## config.mk

```make
export PLATFORM = sky130hd
export DESIGN_NAME = spi_reg_writer
export DESIGN_NICKNAME = d
export VERILOG_FILES = /design/src/rtl/spi_reg_pkg.sv /design/src/rtl/sync_edge_detect.sv /design/src/rtl/spi_reg_writer.sv
export SDC_FILE = /design/constraint.sdc
export NUM_CORES = 1
export LEC_CHECK = 0
export ABC_CLOCK_PERIOD_IN_PS = 1700
export BUFFER_PORTS_ARGS = -buffer_cell sky130_fd_sc_hd__buf_4
export CORE_UTILIZATION = 50
export CTS_BUF_LIST = sky130_fd_sc_hd__clkbuf_8
export CTS_CLUSTER_DIAMETER = 80
export DETAILED_ROUTE_END_ITERATION = 6
export PLACE_DENSITY_LB_ADDON = 0.05
export SYNTH_ARGS = -nofsm -noshare
export SYNTH_HDL_FRONTEND = slang
export SYNTH_SLANG_ARGS = --single-unit
```

## constraint.sdc

```tcl
create_clock -name clk -period 1.7 [get_ports clk]
set_clock_uncertainty 0.1 [all_clocks]
set_input_delay 0.085 -clock clk [delete_from_list [all_inputs] [get_ports clk]]
set_output_delay 0.085 -clock clk [all_outputs]
set_load 0.005 [all_outputs]
```

## src/rtl/spi_reg_pkg.sv

```systemverilog
// Shared definitions for the SPI register writer: FSM states, register map
// addresses and the default frame length.
package spi_reg_pkg;

    typedef enum logic [1:0] {
        IDLE,
        SHIFT,
        COMMIT
    } state_t;

    localparam int ADDR_EN_OUT_LO = 0;
    localparam int ADDR_EN_OUT_HI = 1;
    localparam int ADDR_EN_PWM_LO = 2;
    localparam int ADDR_EN_PWM_HI = 3;
    localparam int ADDR_DUTY      = 4;

    localparam int FRAME_BITS_DEF = 16;

endpackage

```

## src/rtl/sync_edge_detect.sv

```systemverilog
// Multi-flop synchronizer for an asynchronous input, with single-cycle
// rise/fall pulses derived from the synchronized value.
module sync_edge_detect #(
    parameter int STAGES = 2
) (
    input  logic clk,
    input  logic rst,
    input  logic i_d,
    output logic o_rise,
    output logic o_fall
);

    logic [STAGES-1:0] r_chain;
    logic              r_prev;
    logic              w_sync;

    assign w_sync = r_chain[STAGES-1];

    // Chain resets low so a chip select held low through reset never looks
    // like a fresh falling edge.
    always_ff @(posedge clk) begin
        if (rst) begin
            r_chain <= '0;
            r_prev  <= 1'b0;
        end else begin
            r_chain <= {r_chain[STAGES-2:0], i_d};
            r_prev  <= w_sync;
        end
    end

    assign o_rise = w_sync & ~r_prev;
    assign o_fall = ~w_sync & r_prev;

endmodule

```

## src/rtl/spi_reg_writer.sv

```systemverilog
// Write-only SPI mode-0 peripheral: receives R/W + address + data frames and
// commits them into the five PWM control registers.
module spi_reg_writer
    import spi_reg_pkg::*;
#(
    parameter int SYNC_STAGES = 2,
    parameter int FRAME_BITS  = FRAME_BITS_DEF,
    parameter int MAX_ADDR    = ADDR_DUTY
) (
    input  logic       clk,
    input  logic       rst,
    input  logic       sclk,
    input  logic       copi,
    input  logic       ncs,
    output logic [7:0] en_reg_out_7_0,
    output logic [7:0] en_reg_out_15_8,
    output logic [7:0] en_reg_pwm_7_0,
    output logic [7:0] en_reg_pwm_15_8,
    output logic [7:0] pwm_duty_cycle,
    output logic       wr_strobe
);

    localparam int              CNT_W   = $clog2(FRAME_BITS + 2);
    localparam int              ADDR_W  = FRAME_BITS - 9;
    localparam logic [CNT_W-1:0] CNT_MAX = CNT_W'(FRAME_BITS + 1);

    logic                  w_sclk_rise;
    logic                  w_sclk_fall_unused;
    logic                  w_ncs_rise;
    logic                  w_ncs_fall;
    logic [SYNC_STAGES:0]  r_copi_chain;
    logic                  w_copi;

    state_t                r_state, w_state_next;
    logic [CNT_W-1:0]      r_cnt, w_cnt_next;
    logic [FRAME_BITS-1:0] r_shift, w_shift_next;
    logic                  w_commit;
    logic [ADDR_W-1:0]     w_addr;
    logic [7:0]            w_data;

    logic [7:0]            r_en_out_lo, r_en_out_hi, r_en_pwm_lo, r_en_pwm_hi, r_duty;
    logic                  r_wr_strobe;

    sync_edge_detect #(.STAGES(SYNC_STAGES)) u_sclk_sync (
        .clk    (clk),
        .rst    (rst),
        .i_d    (sclk),
        .o_rise (w_sclk_rise),
        .o_fall (w_sclk_fall_unused)
    );

    sync_edge_detect #(.STAGES(SYNC_STAGES)) u_ncs_sync (
        .clk    (clk),
        .rst    (rst),
        .i_d    (ncs),
        .o_rise (w_ncs_rise),
        .o_fall (w_ncs_fall)
    );

    // One extra stage keeps copi lined up with the delayed sclk copy used for edge detection.
    always_ff @(posedge clk) begin
        if (rst) r_copi_chain <= '0;
        else     r_copi_chain <= {r_copi_chain[SYNC_STAGES-1:0], copi};
    end
    assign w_copi = r_copi_chain[SYNC_STAGES];

    assign w_addr = r_shift[FRAME_BITS-2:8];
    assign w_data = r_shift[7:0];

    always_ff @(posedge clk) begin
        if (rst) begin
            r_state <= IDLE;
            r_cnt   <= '0;
            r_shift <= '0;
        end else begin
            r_state <= w_state_next;
            r_cnt   <= w_cnt_next;
            r_shift <= w_shift_next;
        end
    end

    always_comb begin
        w_state_next = r_state;
        w_cnt_next   = r_cnt;
        w_shift_next = r_shift;
        w_commit     = 1'b0;
        case (r_state)
            IDLE: begin
                if (w_ncs_fall) begin
                    w_state_next = SHIFT;
                    w_cnt_next   = '0;
                    w_shift_next = '0;
                end
            end
            SHIFT: begin
                // Chip-select release wins over a coincident sclk edge.
                if (w_ncs_rise) begin
                    w_state_next = COMMIT;
                end else if (w_sclk_rise) begin
                    w_shift_next = {r_shift[FRAME_BITS-2:0], w_copi};
                    if (r_cnt != CNT_MAX) w_cnt_next = r_cnt + CNT_W'(1);
                end
            end
            COMMIT: begin
                w_state_next = IDLE;
                w_commit     = (r_cnt == CNT_W'(FRAME_BITS)) && r_shift[FRAME_BITS-1]
                               && (w_addr <= ADDR_W'(MAX_ADDR));
            end
            default: w_state_next = IDLE;
        endcase
    end

    always_ff @(posedge clk) begin
        if (rst) begin
            r_en_out_lo <= '0;
            r_en_out_hi <= '0;
            r_en_pwm_lo <= '0;
            r_en_pwm_hi <= '0;
            r_duty      <= '0;
            r_wr_strobe <= 1'b0;
        end else begin
            r_wr_strobe <= w_commit;
            if (w_commit) begin
                case (w_addr)
                    ADDR_W'(ADDR_EN_OUT_LO): r_en_out_lo <= w_data;
                    ADDR_W'(ADDR_EN_OUT_HI): r_en_out_hi <= w_data;
                    ADDR_W'(ADDR_EN_PWM_LO): r_en_pwm_lo <= w_data;
                    ADDR_W'(ADDR_EN_PWM_HI): r_en_pwm_hi <= w_data;
                    ADDR_W'(ADDR_DUTY):      r_duty      <= w_data;
                    default: ;
                endcase
            end
        end
    end

    assign en_reg_out_7_0  = r_en_out_lo;
    assign en_reg_out_15_8 = r_en_out_hi;
    assign en_reg_pwm_7_0  = r_en_pwm_lo;
    assign en_reg_pwm_15_8 = r_en_pwm_hi;
    assign pwm_duty_cycle  = r_duty;
    assign wr_strobe       = r_wr_strobe;

endmodule

```

Word level (Yosys, flattened, before mapping)
Cells that the tools add are included.
- flip-flop bits (word level): 73
- input port bits: 5
- output and inout bits: 41
- word-level logic and storage cells: 61
- add/sub/neg operators: 1
- magnitude comparators: 1
- eq/ne operators: 13
- multiplexer cells: 13
- bitwise gates (word level): 6
- reduce and logical (&&, ||, !) cells: 13
- operators with widths (cell ; number):
    $mux W16 ; 3
    $pmux W16 S2 ; 1
    $mux W5 ; 4
    $eq A7 B2 Y1 const B ; 2
    $reduce_and A2 Y1 ; 6
    $pmux W5 S2 ; 1
    $eq A7 B1 Y1 const B ; 1
    $eq A7 B3 Y1 const B ; 1
    $le A7 B3 Y1 const B ; 1
    $logic_not A7 Y1 ; 1
    $ne A2 B1 Y1 const B ; 3
    $add A5 B1 Y5 const B ; 1
    $eq A5 B5 Y1 const B ; 1
    $ne A5 B5 Y1 const B ; 1
    $reduce_and A5 Y1 ; 1
    $mux W2 ; 2
    $ne A2 B2 Y1 const B ; 2
    $pmux W2 S2 ; 1
    $reduce_and A4 Y1 ; 1
    $and A1 B1 Y1 ; 3
    $not A1 Y1 ; 3
    $eq A2 B1 Y1 const B ; 1
    $eq A2 B2 Y1 const B ; 1
    $logic_and A1 B1 Y1 ; 2
    other kinds (3) ; 3

Logic depth before layout (Yosys ltp)
- depth in word-level cells: 5
- gate-level depth with buffers: 8
- mapped depth without buffers: 6

Modules after synthesis
Synthesis repeated with hierarchy kept, for this count alone.
- cells, all modules: 258
- area, all modules: 2751.4 um2
- by module, submodules not included (module ; times used ; cells each ; area an instance (um2) ; sequential area each (um2)):
    spi_reg_writer ; 1 ; 242 ; 2568.7 ; 1341.3
    sync_edge_detect ; 2 ; 8 ; 91.3 ; 60.1

Least setup slack after synthesis
No wires, ideal clock.
- path type: register -> register
- from: reg r_cnt[0]
- to: reg r_en_out_lo[0], in the netlist en_reg_out_7_0[0]
- library setup time: 0.123 ns
- arrival: 1.440 ns
- required time: 1.477 ns
- slack: 0.036 ns
- cell stages (with the launch flop): 9
- buffers on the path: 2
- clock period less this slack: 1.664 ns
- cells stage by stage: dfxtp_1 -> inv_1 -> ha_1 -> and4b_1 -> and4_1 -> buf_4 -> and3_1 -> buf_6 -> mux2i_1
- cells in the longest elaborated chain, start to end: 5
- ends and longest elaborated chain (item ; RTL line ; text):
    from (decl) ; spi_reg_writer.sv:35 ; logic [CNT_W-1:0] r_cnt, w_cnt_next;
    from (signal assigned) ; spi_reg_writer.sv:77 ; r_cnt <= w_cnt_next;
    $eq A5 B5 Y1 ; spi_reg_writer.sv:106 ; w_commit = (r_cnt == CNT_W'(FRAME_BITS)) && r_shift[FRAME_BITS-1]
    $logic_and A1 B1 Y1 ; spi_reg_writer.sv:106 ;
    $logic_and A1 B1 Y1 ; spi_reg_writer.sv:107 ; && (w_addr <= ADDR_W'(MAX_ADDR));
    $mux W1 ; spi_reg_writer.sv:87 ; case (r_state)
    $reduce_and A2 Y1 (no source line) ; n/a ;
    to (signal assigned) ; spi_reg_writer.sv:125 ; ADDR_W'(ADDR_EN_OUT_LO): r_en_out_lo <= w_data;
    to (decl) ; spi_reg_writer.sv:41 ; logic [7:0] r_en_out_lo, r_en_out_hi, r_en_pwm_lo, r_en_pwm_hi, r_duty;
Every way passes these cells.
A chain may end at the register's enable or synchronous reset.

Worst setup path after layout
- from: reg r_state[0]
- to: reg r_cnt[3]
- cells in the longest elaborated chain, start to end: 3
- elaborated cells between the ends (all ways): 9
- those cells by class: eq/ne: 5; mux: 1; reduce/logical: 3
- ends and longest elaborated chain (item ; RTL line ; text):
    from (decl) ; spi_reg_writer.sv:34 ; state_t r_state, w_state_next;
    from (signal assigned) ; spi_reg_writer.sv:76 ; r_state <= w_state_next;
    $eq A2 B1 Y1 / $logic_not A2 Y1 (equally long branches) ; spi_reg_writer.sv:87 ;
    $ne A2 B2 Y1 (no source line) (tied with other cells) ; n/a ;
    $reduce_and A5 Y1 (no source line) ; n/a ;
Several ways; a longest one is shown, not always the timed one.

==> results.toml <==
[outcome]
status = "complete, no violations"

[critical_path]
path_cells = "buf_6, nor4b_4, a31oi_4, or3_4, a21oi_2"
reg2reg_depth = 5
path_class = "register to register"
end_kind = "register"
r2r_start = "r_state[0]$_SDFFE_PP0P_"
crit_arrival_ns = 1.83
critPathMaxFanout = 8
worstSetupStartpointType = "register"
timing.rr.end = "r_cnt[3]$_SDFFE_PP0P_"
reg2reg_slack_ns = 0.04
max_stage_delay_ns = 0.41
required_ns = 1.87
critPathSlowestCell = "or3_4"
critPathBufInv = 1
cp_top_family = "simple AND/OR/NAND/NOR gates"

[detailed_routing]
dr.pass1.iters = 4
via_count = 2186
drc = 0
wire_per_inst_um = 14.1
wirelength_um = 6000
vias_per_cell = 5.13
drtIter0Drc = 88
ant_nets = 0

[placement]
port_buffers = 45
dpl-instance-area_sq_um = 3410
dp_hpwl_um = 4120
place_inst = 407
gp_congestion = 0.772

[grt]
grt_start_max_net_pins = 46
grt_usage_pct = 21.0
grt_pass1_vias = 2053
antenna_found_initial = 0
gr-total-overflow = 0
grt_pass1_wl_um = 9830

[finish]
num_antenna_cells = 0
seq_area_sq_um = 1470
utilization_pct = 68.1
layout.nets = 357
multi_input_area_sq_um = 1400
area_growth_pct = 30.0
stdcell_count = 426
drive_above_1_share_pct = 29.1
fin_area_sq_um = 3770
fillers = 450

[yosys]
synthesis.nets = 293
async_flop_share_pct = 0
yosysTopAreaCellShare_pct = 50.3
ys_seq_area_share_pct = 50.3
netlist_top_cells_count = "73 x dfxtp_1, 49 x nand2b_1, 40 x mux2i_1, 20 x a21oi_1, 18 x nand3_1"
synthFlopType = "dfxtp_1"
yosysTopAreaCell = "dfxtp_1"
ys.warnings.count = 0
synthCells = 285
post_synth.cell_area_avg_sq_um = 10.2
post-synth-top-count-cell = "dfxtp_1"
synth.distinct_cells = 34
syn_area_sq_um = 2900
synth_area_leaders = "dfxtp_1 50%, mux2i_1 14%, nand2b_1 11%"
synth_edf_count = 0
ys_seq_elements = 73

[power_and_ir_drop]
ir_worst_vdd_v = 0.000657
pwr_density_cell_nw_per_um2 = 890
p_leak_nw = 1.66
total_power_mw = 3.36

[die]
io_pins = 46
dieArea_sq_um = 6110
die_w_um = 78.2
rows = 27
fp.dieH_um = 78.2
floorplan.initialDensity_pct = 52.4
coreArea_sq_um = 5540

[timing]
setup_viol = 0
finalHoldViolations = 0
drv_slew = 0
fmaxAchievable_ghz = 0.602
rsz0062_at_grt = "true"
fin_crit_sh_pct = 97.7
tightestPinTransition_ns = 0.369
fin_crit_ns = 1.66
max_slew_margin_pct = 75.4

[cts]
cts-root-buf = "clkbuf_8"
ctsHtreeMaxLevel = 3
clock_path_buffers = 2
cts-buffers-inserted = 9
clkTransAtPathRegs_ns = 0.08
clk_latency_ns = 0.34
cts_tree = "yes"
post_cts_buffers = 0
cts_sinks = 73

[flow_run]
drv_cap = 0

[min_path]
min_from = "rst"
hold_depth = 2
min_to = "u_ncs_sync.r_chain[0]$_SDFF_PP0_"
hp-class = "primary input to register"
-- through the flow --
| stage | hold slack, ns | setup slack (ns) | setup TNS [ns] |
|---|---|---|---|
| 2_1_floorplan | 0.113 | 0.0363 | 0 |
| 3_3_place_gp | 0.203 | -0.0359 | -0.252 |
| 3_5_place_dp | 0.203 | -0.0934 | -1.50 |
| 4_1_cts | 0.0507 | 0.0149 | 0 |
| 5_1_grt | 0.0797 | -0.0278 | -0.154 |
| 6_report | 0.0616 | 0.0390 | 0 |
-- cell type report --
class | instances | share of cell area, %
sequential | 73 | 38.8
multi-input combinational | 191 | 37.0
timing repair buffer | 72 | 15.5
clock buffer | 11 | 4.01
tap | 72 | 2.39
clock inverter | 5 | 2.06
inverter | 2 | 0.199
-- logic make-up (layout without fill, tap and decap cells) --
group / count (synthesis) / in the layout / share of synthesized area (%)
AOI/OAI and AO/OA: 31 / 31 / 6.08
adders and majority gates: 3 / 3 / 1.29
buffers and inverters: 21 / 90 / 4.09
DFF: 73 / 73 / 50.3
muxes: 40 / 40 / 13.8
and+or+nand+nor: 117 / 117 / 24.4
-- where the power goes --
part | switching [mW] | internal (mW) | total [mW]
Sequential | 0.00531 | 1.72 | 1.72
Combinational | 0.0533 | 0.0549 | 0.108
Clock | 0.622 | 0.902 | 1.52
Total | 0.680 | 2.68 | 3.36
-- repair_timing --
item                                    CTS  global route
pin swaps                                 1             6
endpoints found under the hold margin     3             0
endpoints found under the setup margin   48            41
gates resized for setup                   6            19
hold buffers                              3             0
-- registers in the layout, summed over array words and instances, names as in the netlist, 2 cells and up --
name                 count
en_reg_pwm_15_8          8
r_shift                 16
pwm_duty_cycle           8
en_reg_out_15_8          8
r_cnt                    5
r_copi_chain             3
u_sclk_sync.r_chain      2
en_reg_pwm_7_0           8
u_ncs_sync.r_chain       2
en_reg_out_7_0           8
r_state                  2
-- cell usage in the layout (no fill, tap or decap), drive strengths merged --
cell | netlist | layout
inv | 2 | 2
o21ai | 5 | 5
clkinv | 0 | 2
a31o | 1 | 1
nor4 | 1 | 1
a211oi | 1 | 1
clkinvlp | 0 | 1
dfxtp | 73 | 73
a21boi | 1 | 1
nand4 | 1 | 1
a31oi | 1 | 1
or2 | 1 | 1
nand3 | 18 | 18
nor2 | 3 | 3
dlygate4sd3 | 0 | 3
nand4b | 4 | 4
nand2 | 17 | 17
nor2b | 12 | 12
buf | 10 | 69
mux2i | 40 | 40
and4 | 1 | 1
o21a | 1 | 1
nor3b | 1 | 1
bufinv | 0 | 2
and4b | 1 | 1
o21bai | 1 | 1
ha | 3 | 3
clkbuf | 9 | 11
a21oi | 20 | 20
nand2b | 49 | 49
or3 | 3 | 3
and3b | 1 | 1
nor4b | 2 | 2
and3 | 2 | 2
-- worst max path at each step --
stage / start / endpoint / cells past startpoint
2_1_floorplan: r_cnt[0]$_SDFFE_PP0P_ / en_reg_out_7_0[0]$_SDFFE_PP0P_ / 8
3_3_place_gp: r_state[0]$_SDFFE_PP0P_ / en_reg_pwm_15_8[4]$_SDFFE_PP0P_ / 5
3_5_place_dp: r_state[0]$_SDFFE_PP0P_ / en_reg_pwm_15_8[0]$_SDFFE_PP0P_ / 5
4_1_cts: r_state[0]$_SDFFE_PP0P_ / en_reg_pwm_15_8[4]$_SDFFE_PP0P_ / 5
5_1_grt: r_state[0]$_SDFFE_PP0P_ / r_cnt[3]$_SDFFE_PP0P_ / 5
6_report: r_state[0]$_SDFFE_PP0P_ / r_cnt[3]$_SDFFE_PP0P_ / 5
-- worst reg2reg max path, stage by stage, from the launching register on --
cell and delay (ns):
dfxtp_2 0.34, buf_6 0.13, nor4b_4 0.39, a31oi_4 0.11, or3_4 0.42, a21oi_2 0.11
-- routing by layer --
metal / global-route usage, % / part of all wire (%) / up-vias
met5: 0 / 0 / -
met4: 9.07 / 1.5 / 0
met3: 3.72 / 3.5 / 10
met2: 33.9 / 48 / 42
met1: 27.5 / 47 / 1040
li1: - / - / 1094
Note: power is estimated with default switching activity, not from simulation.
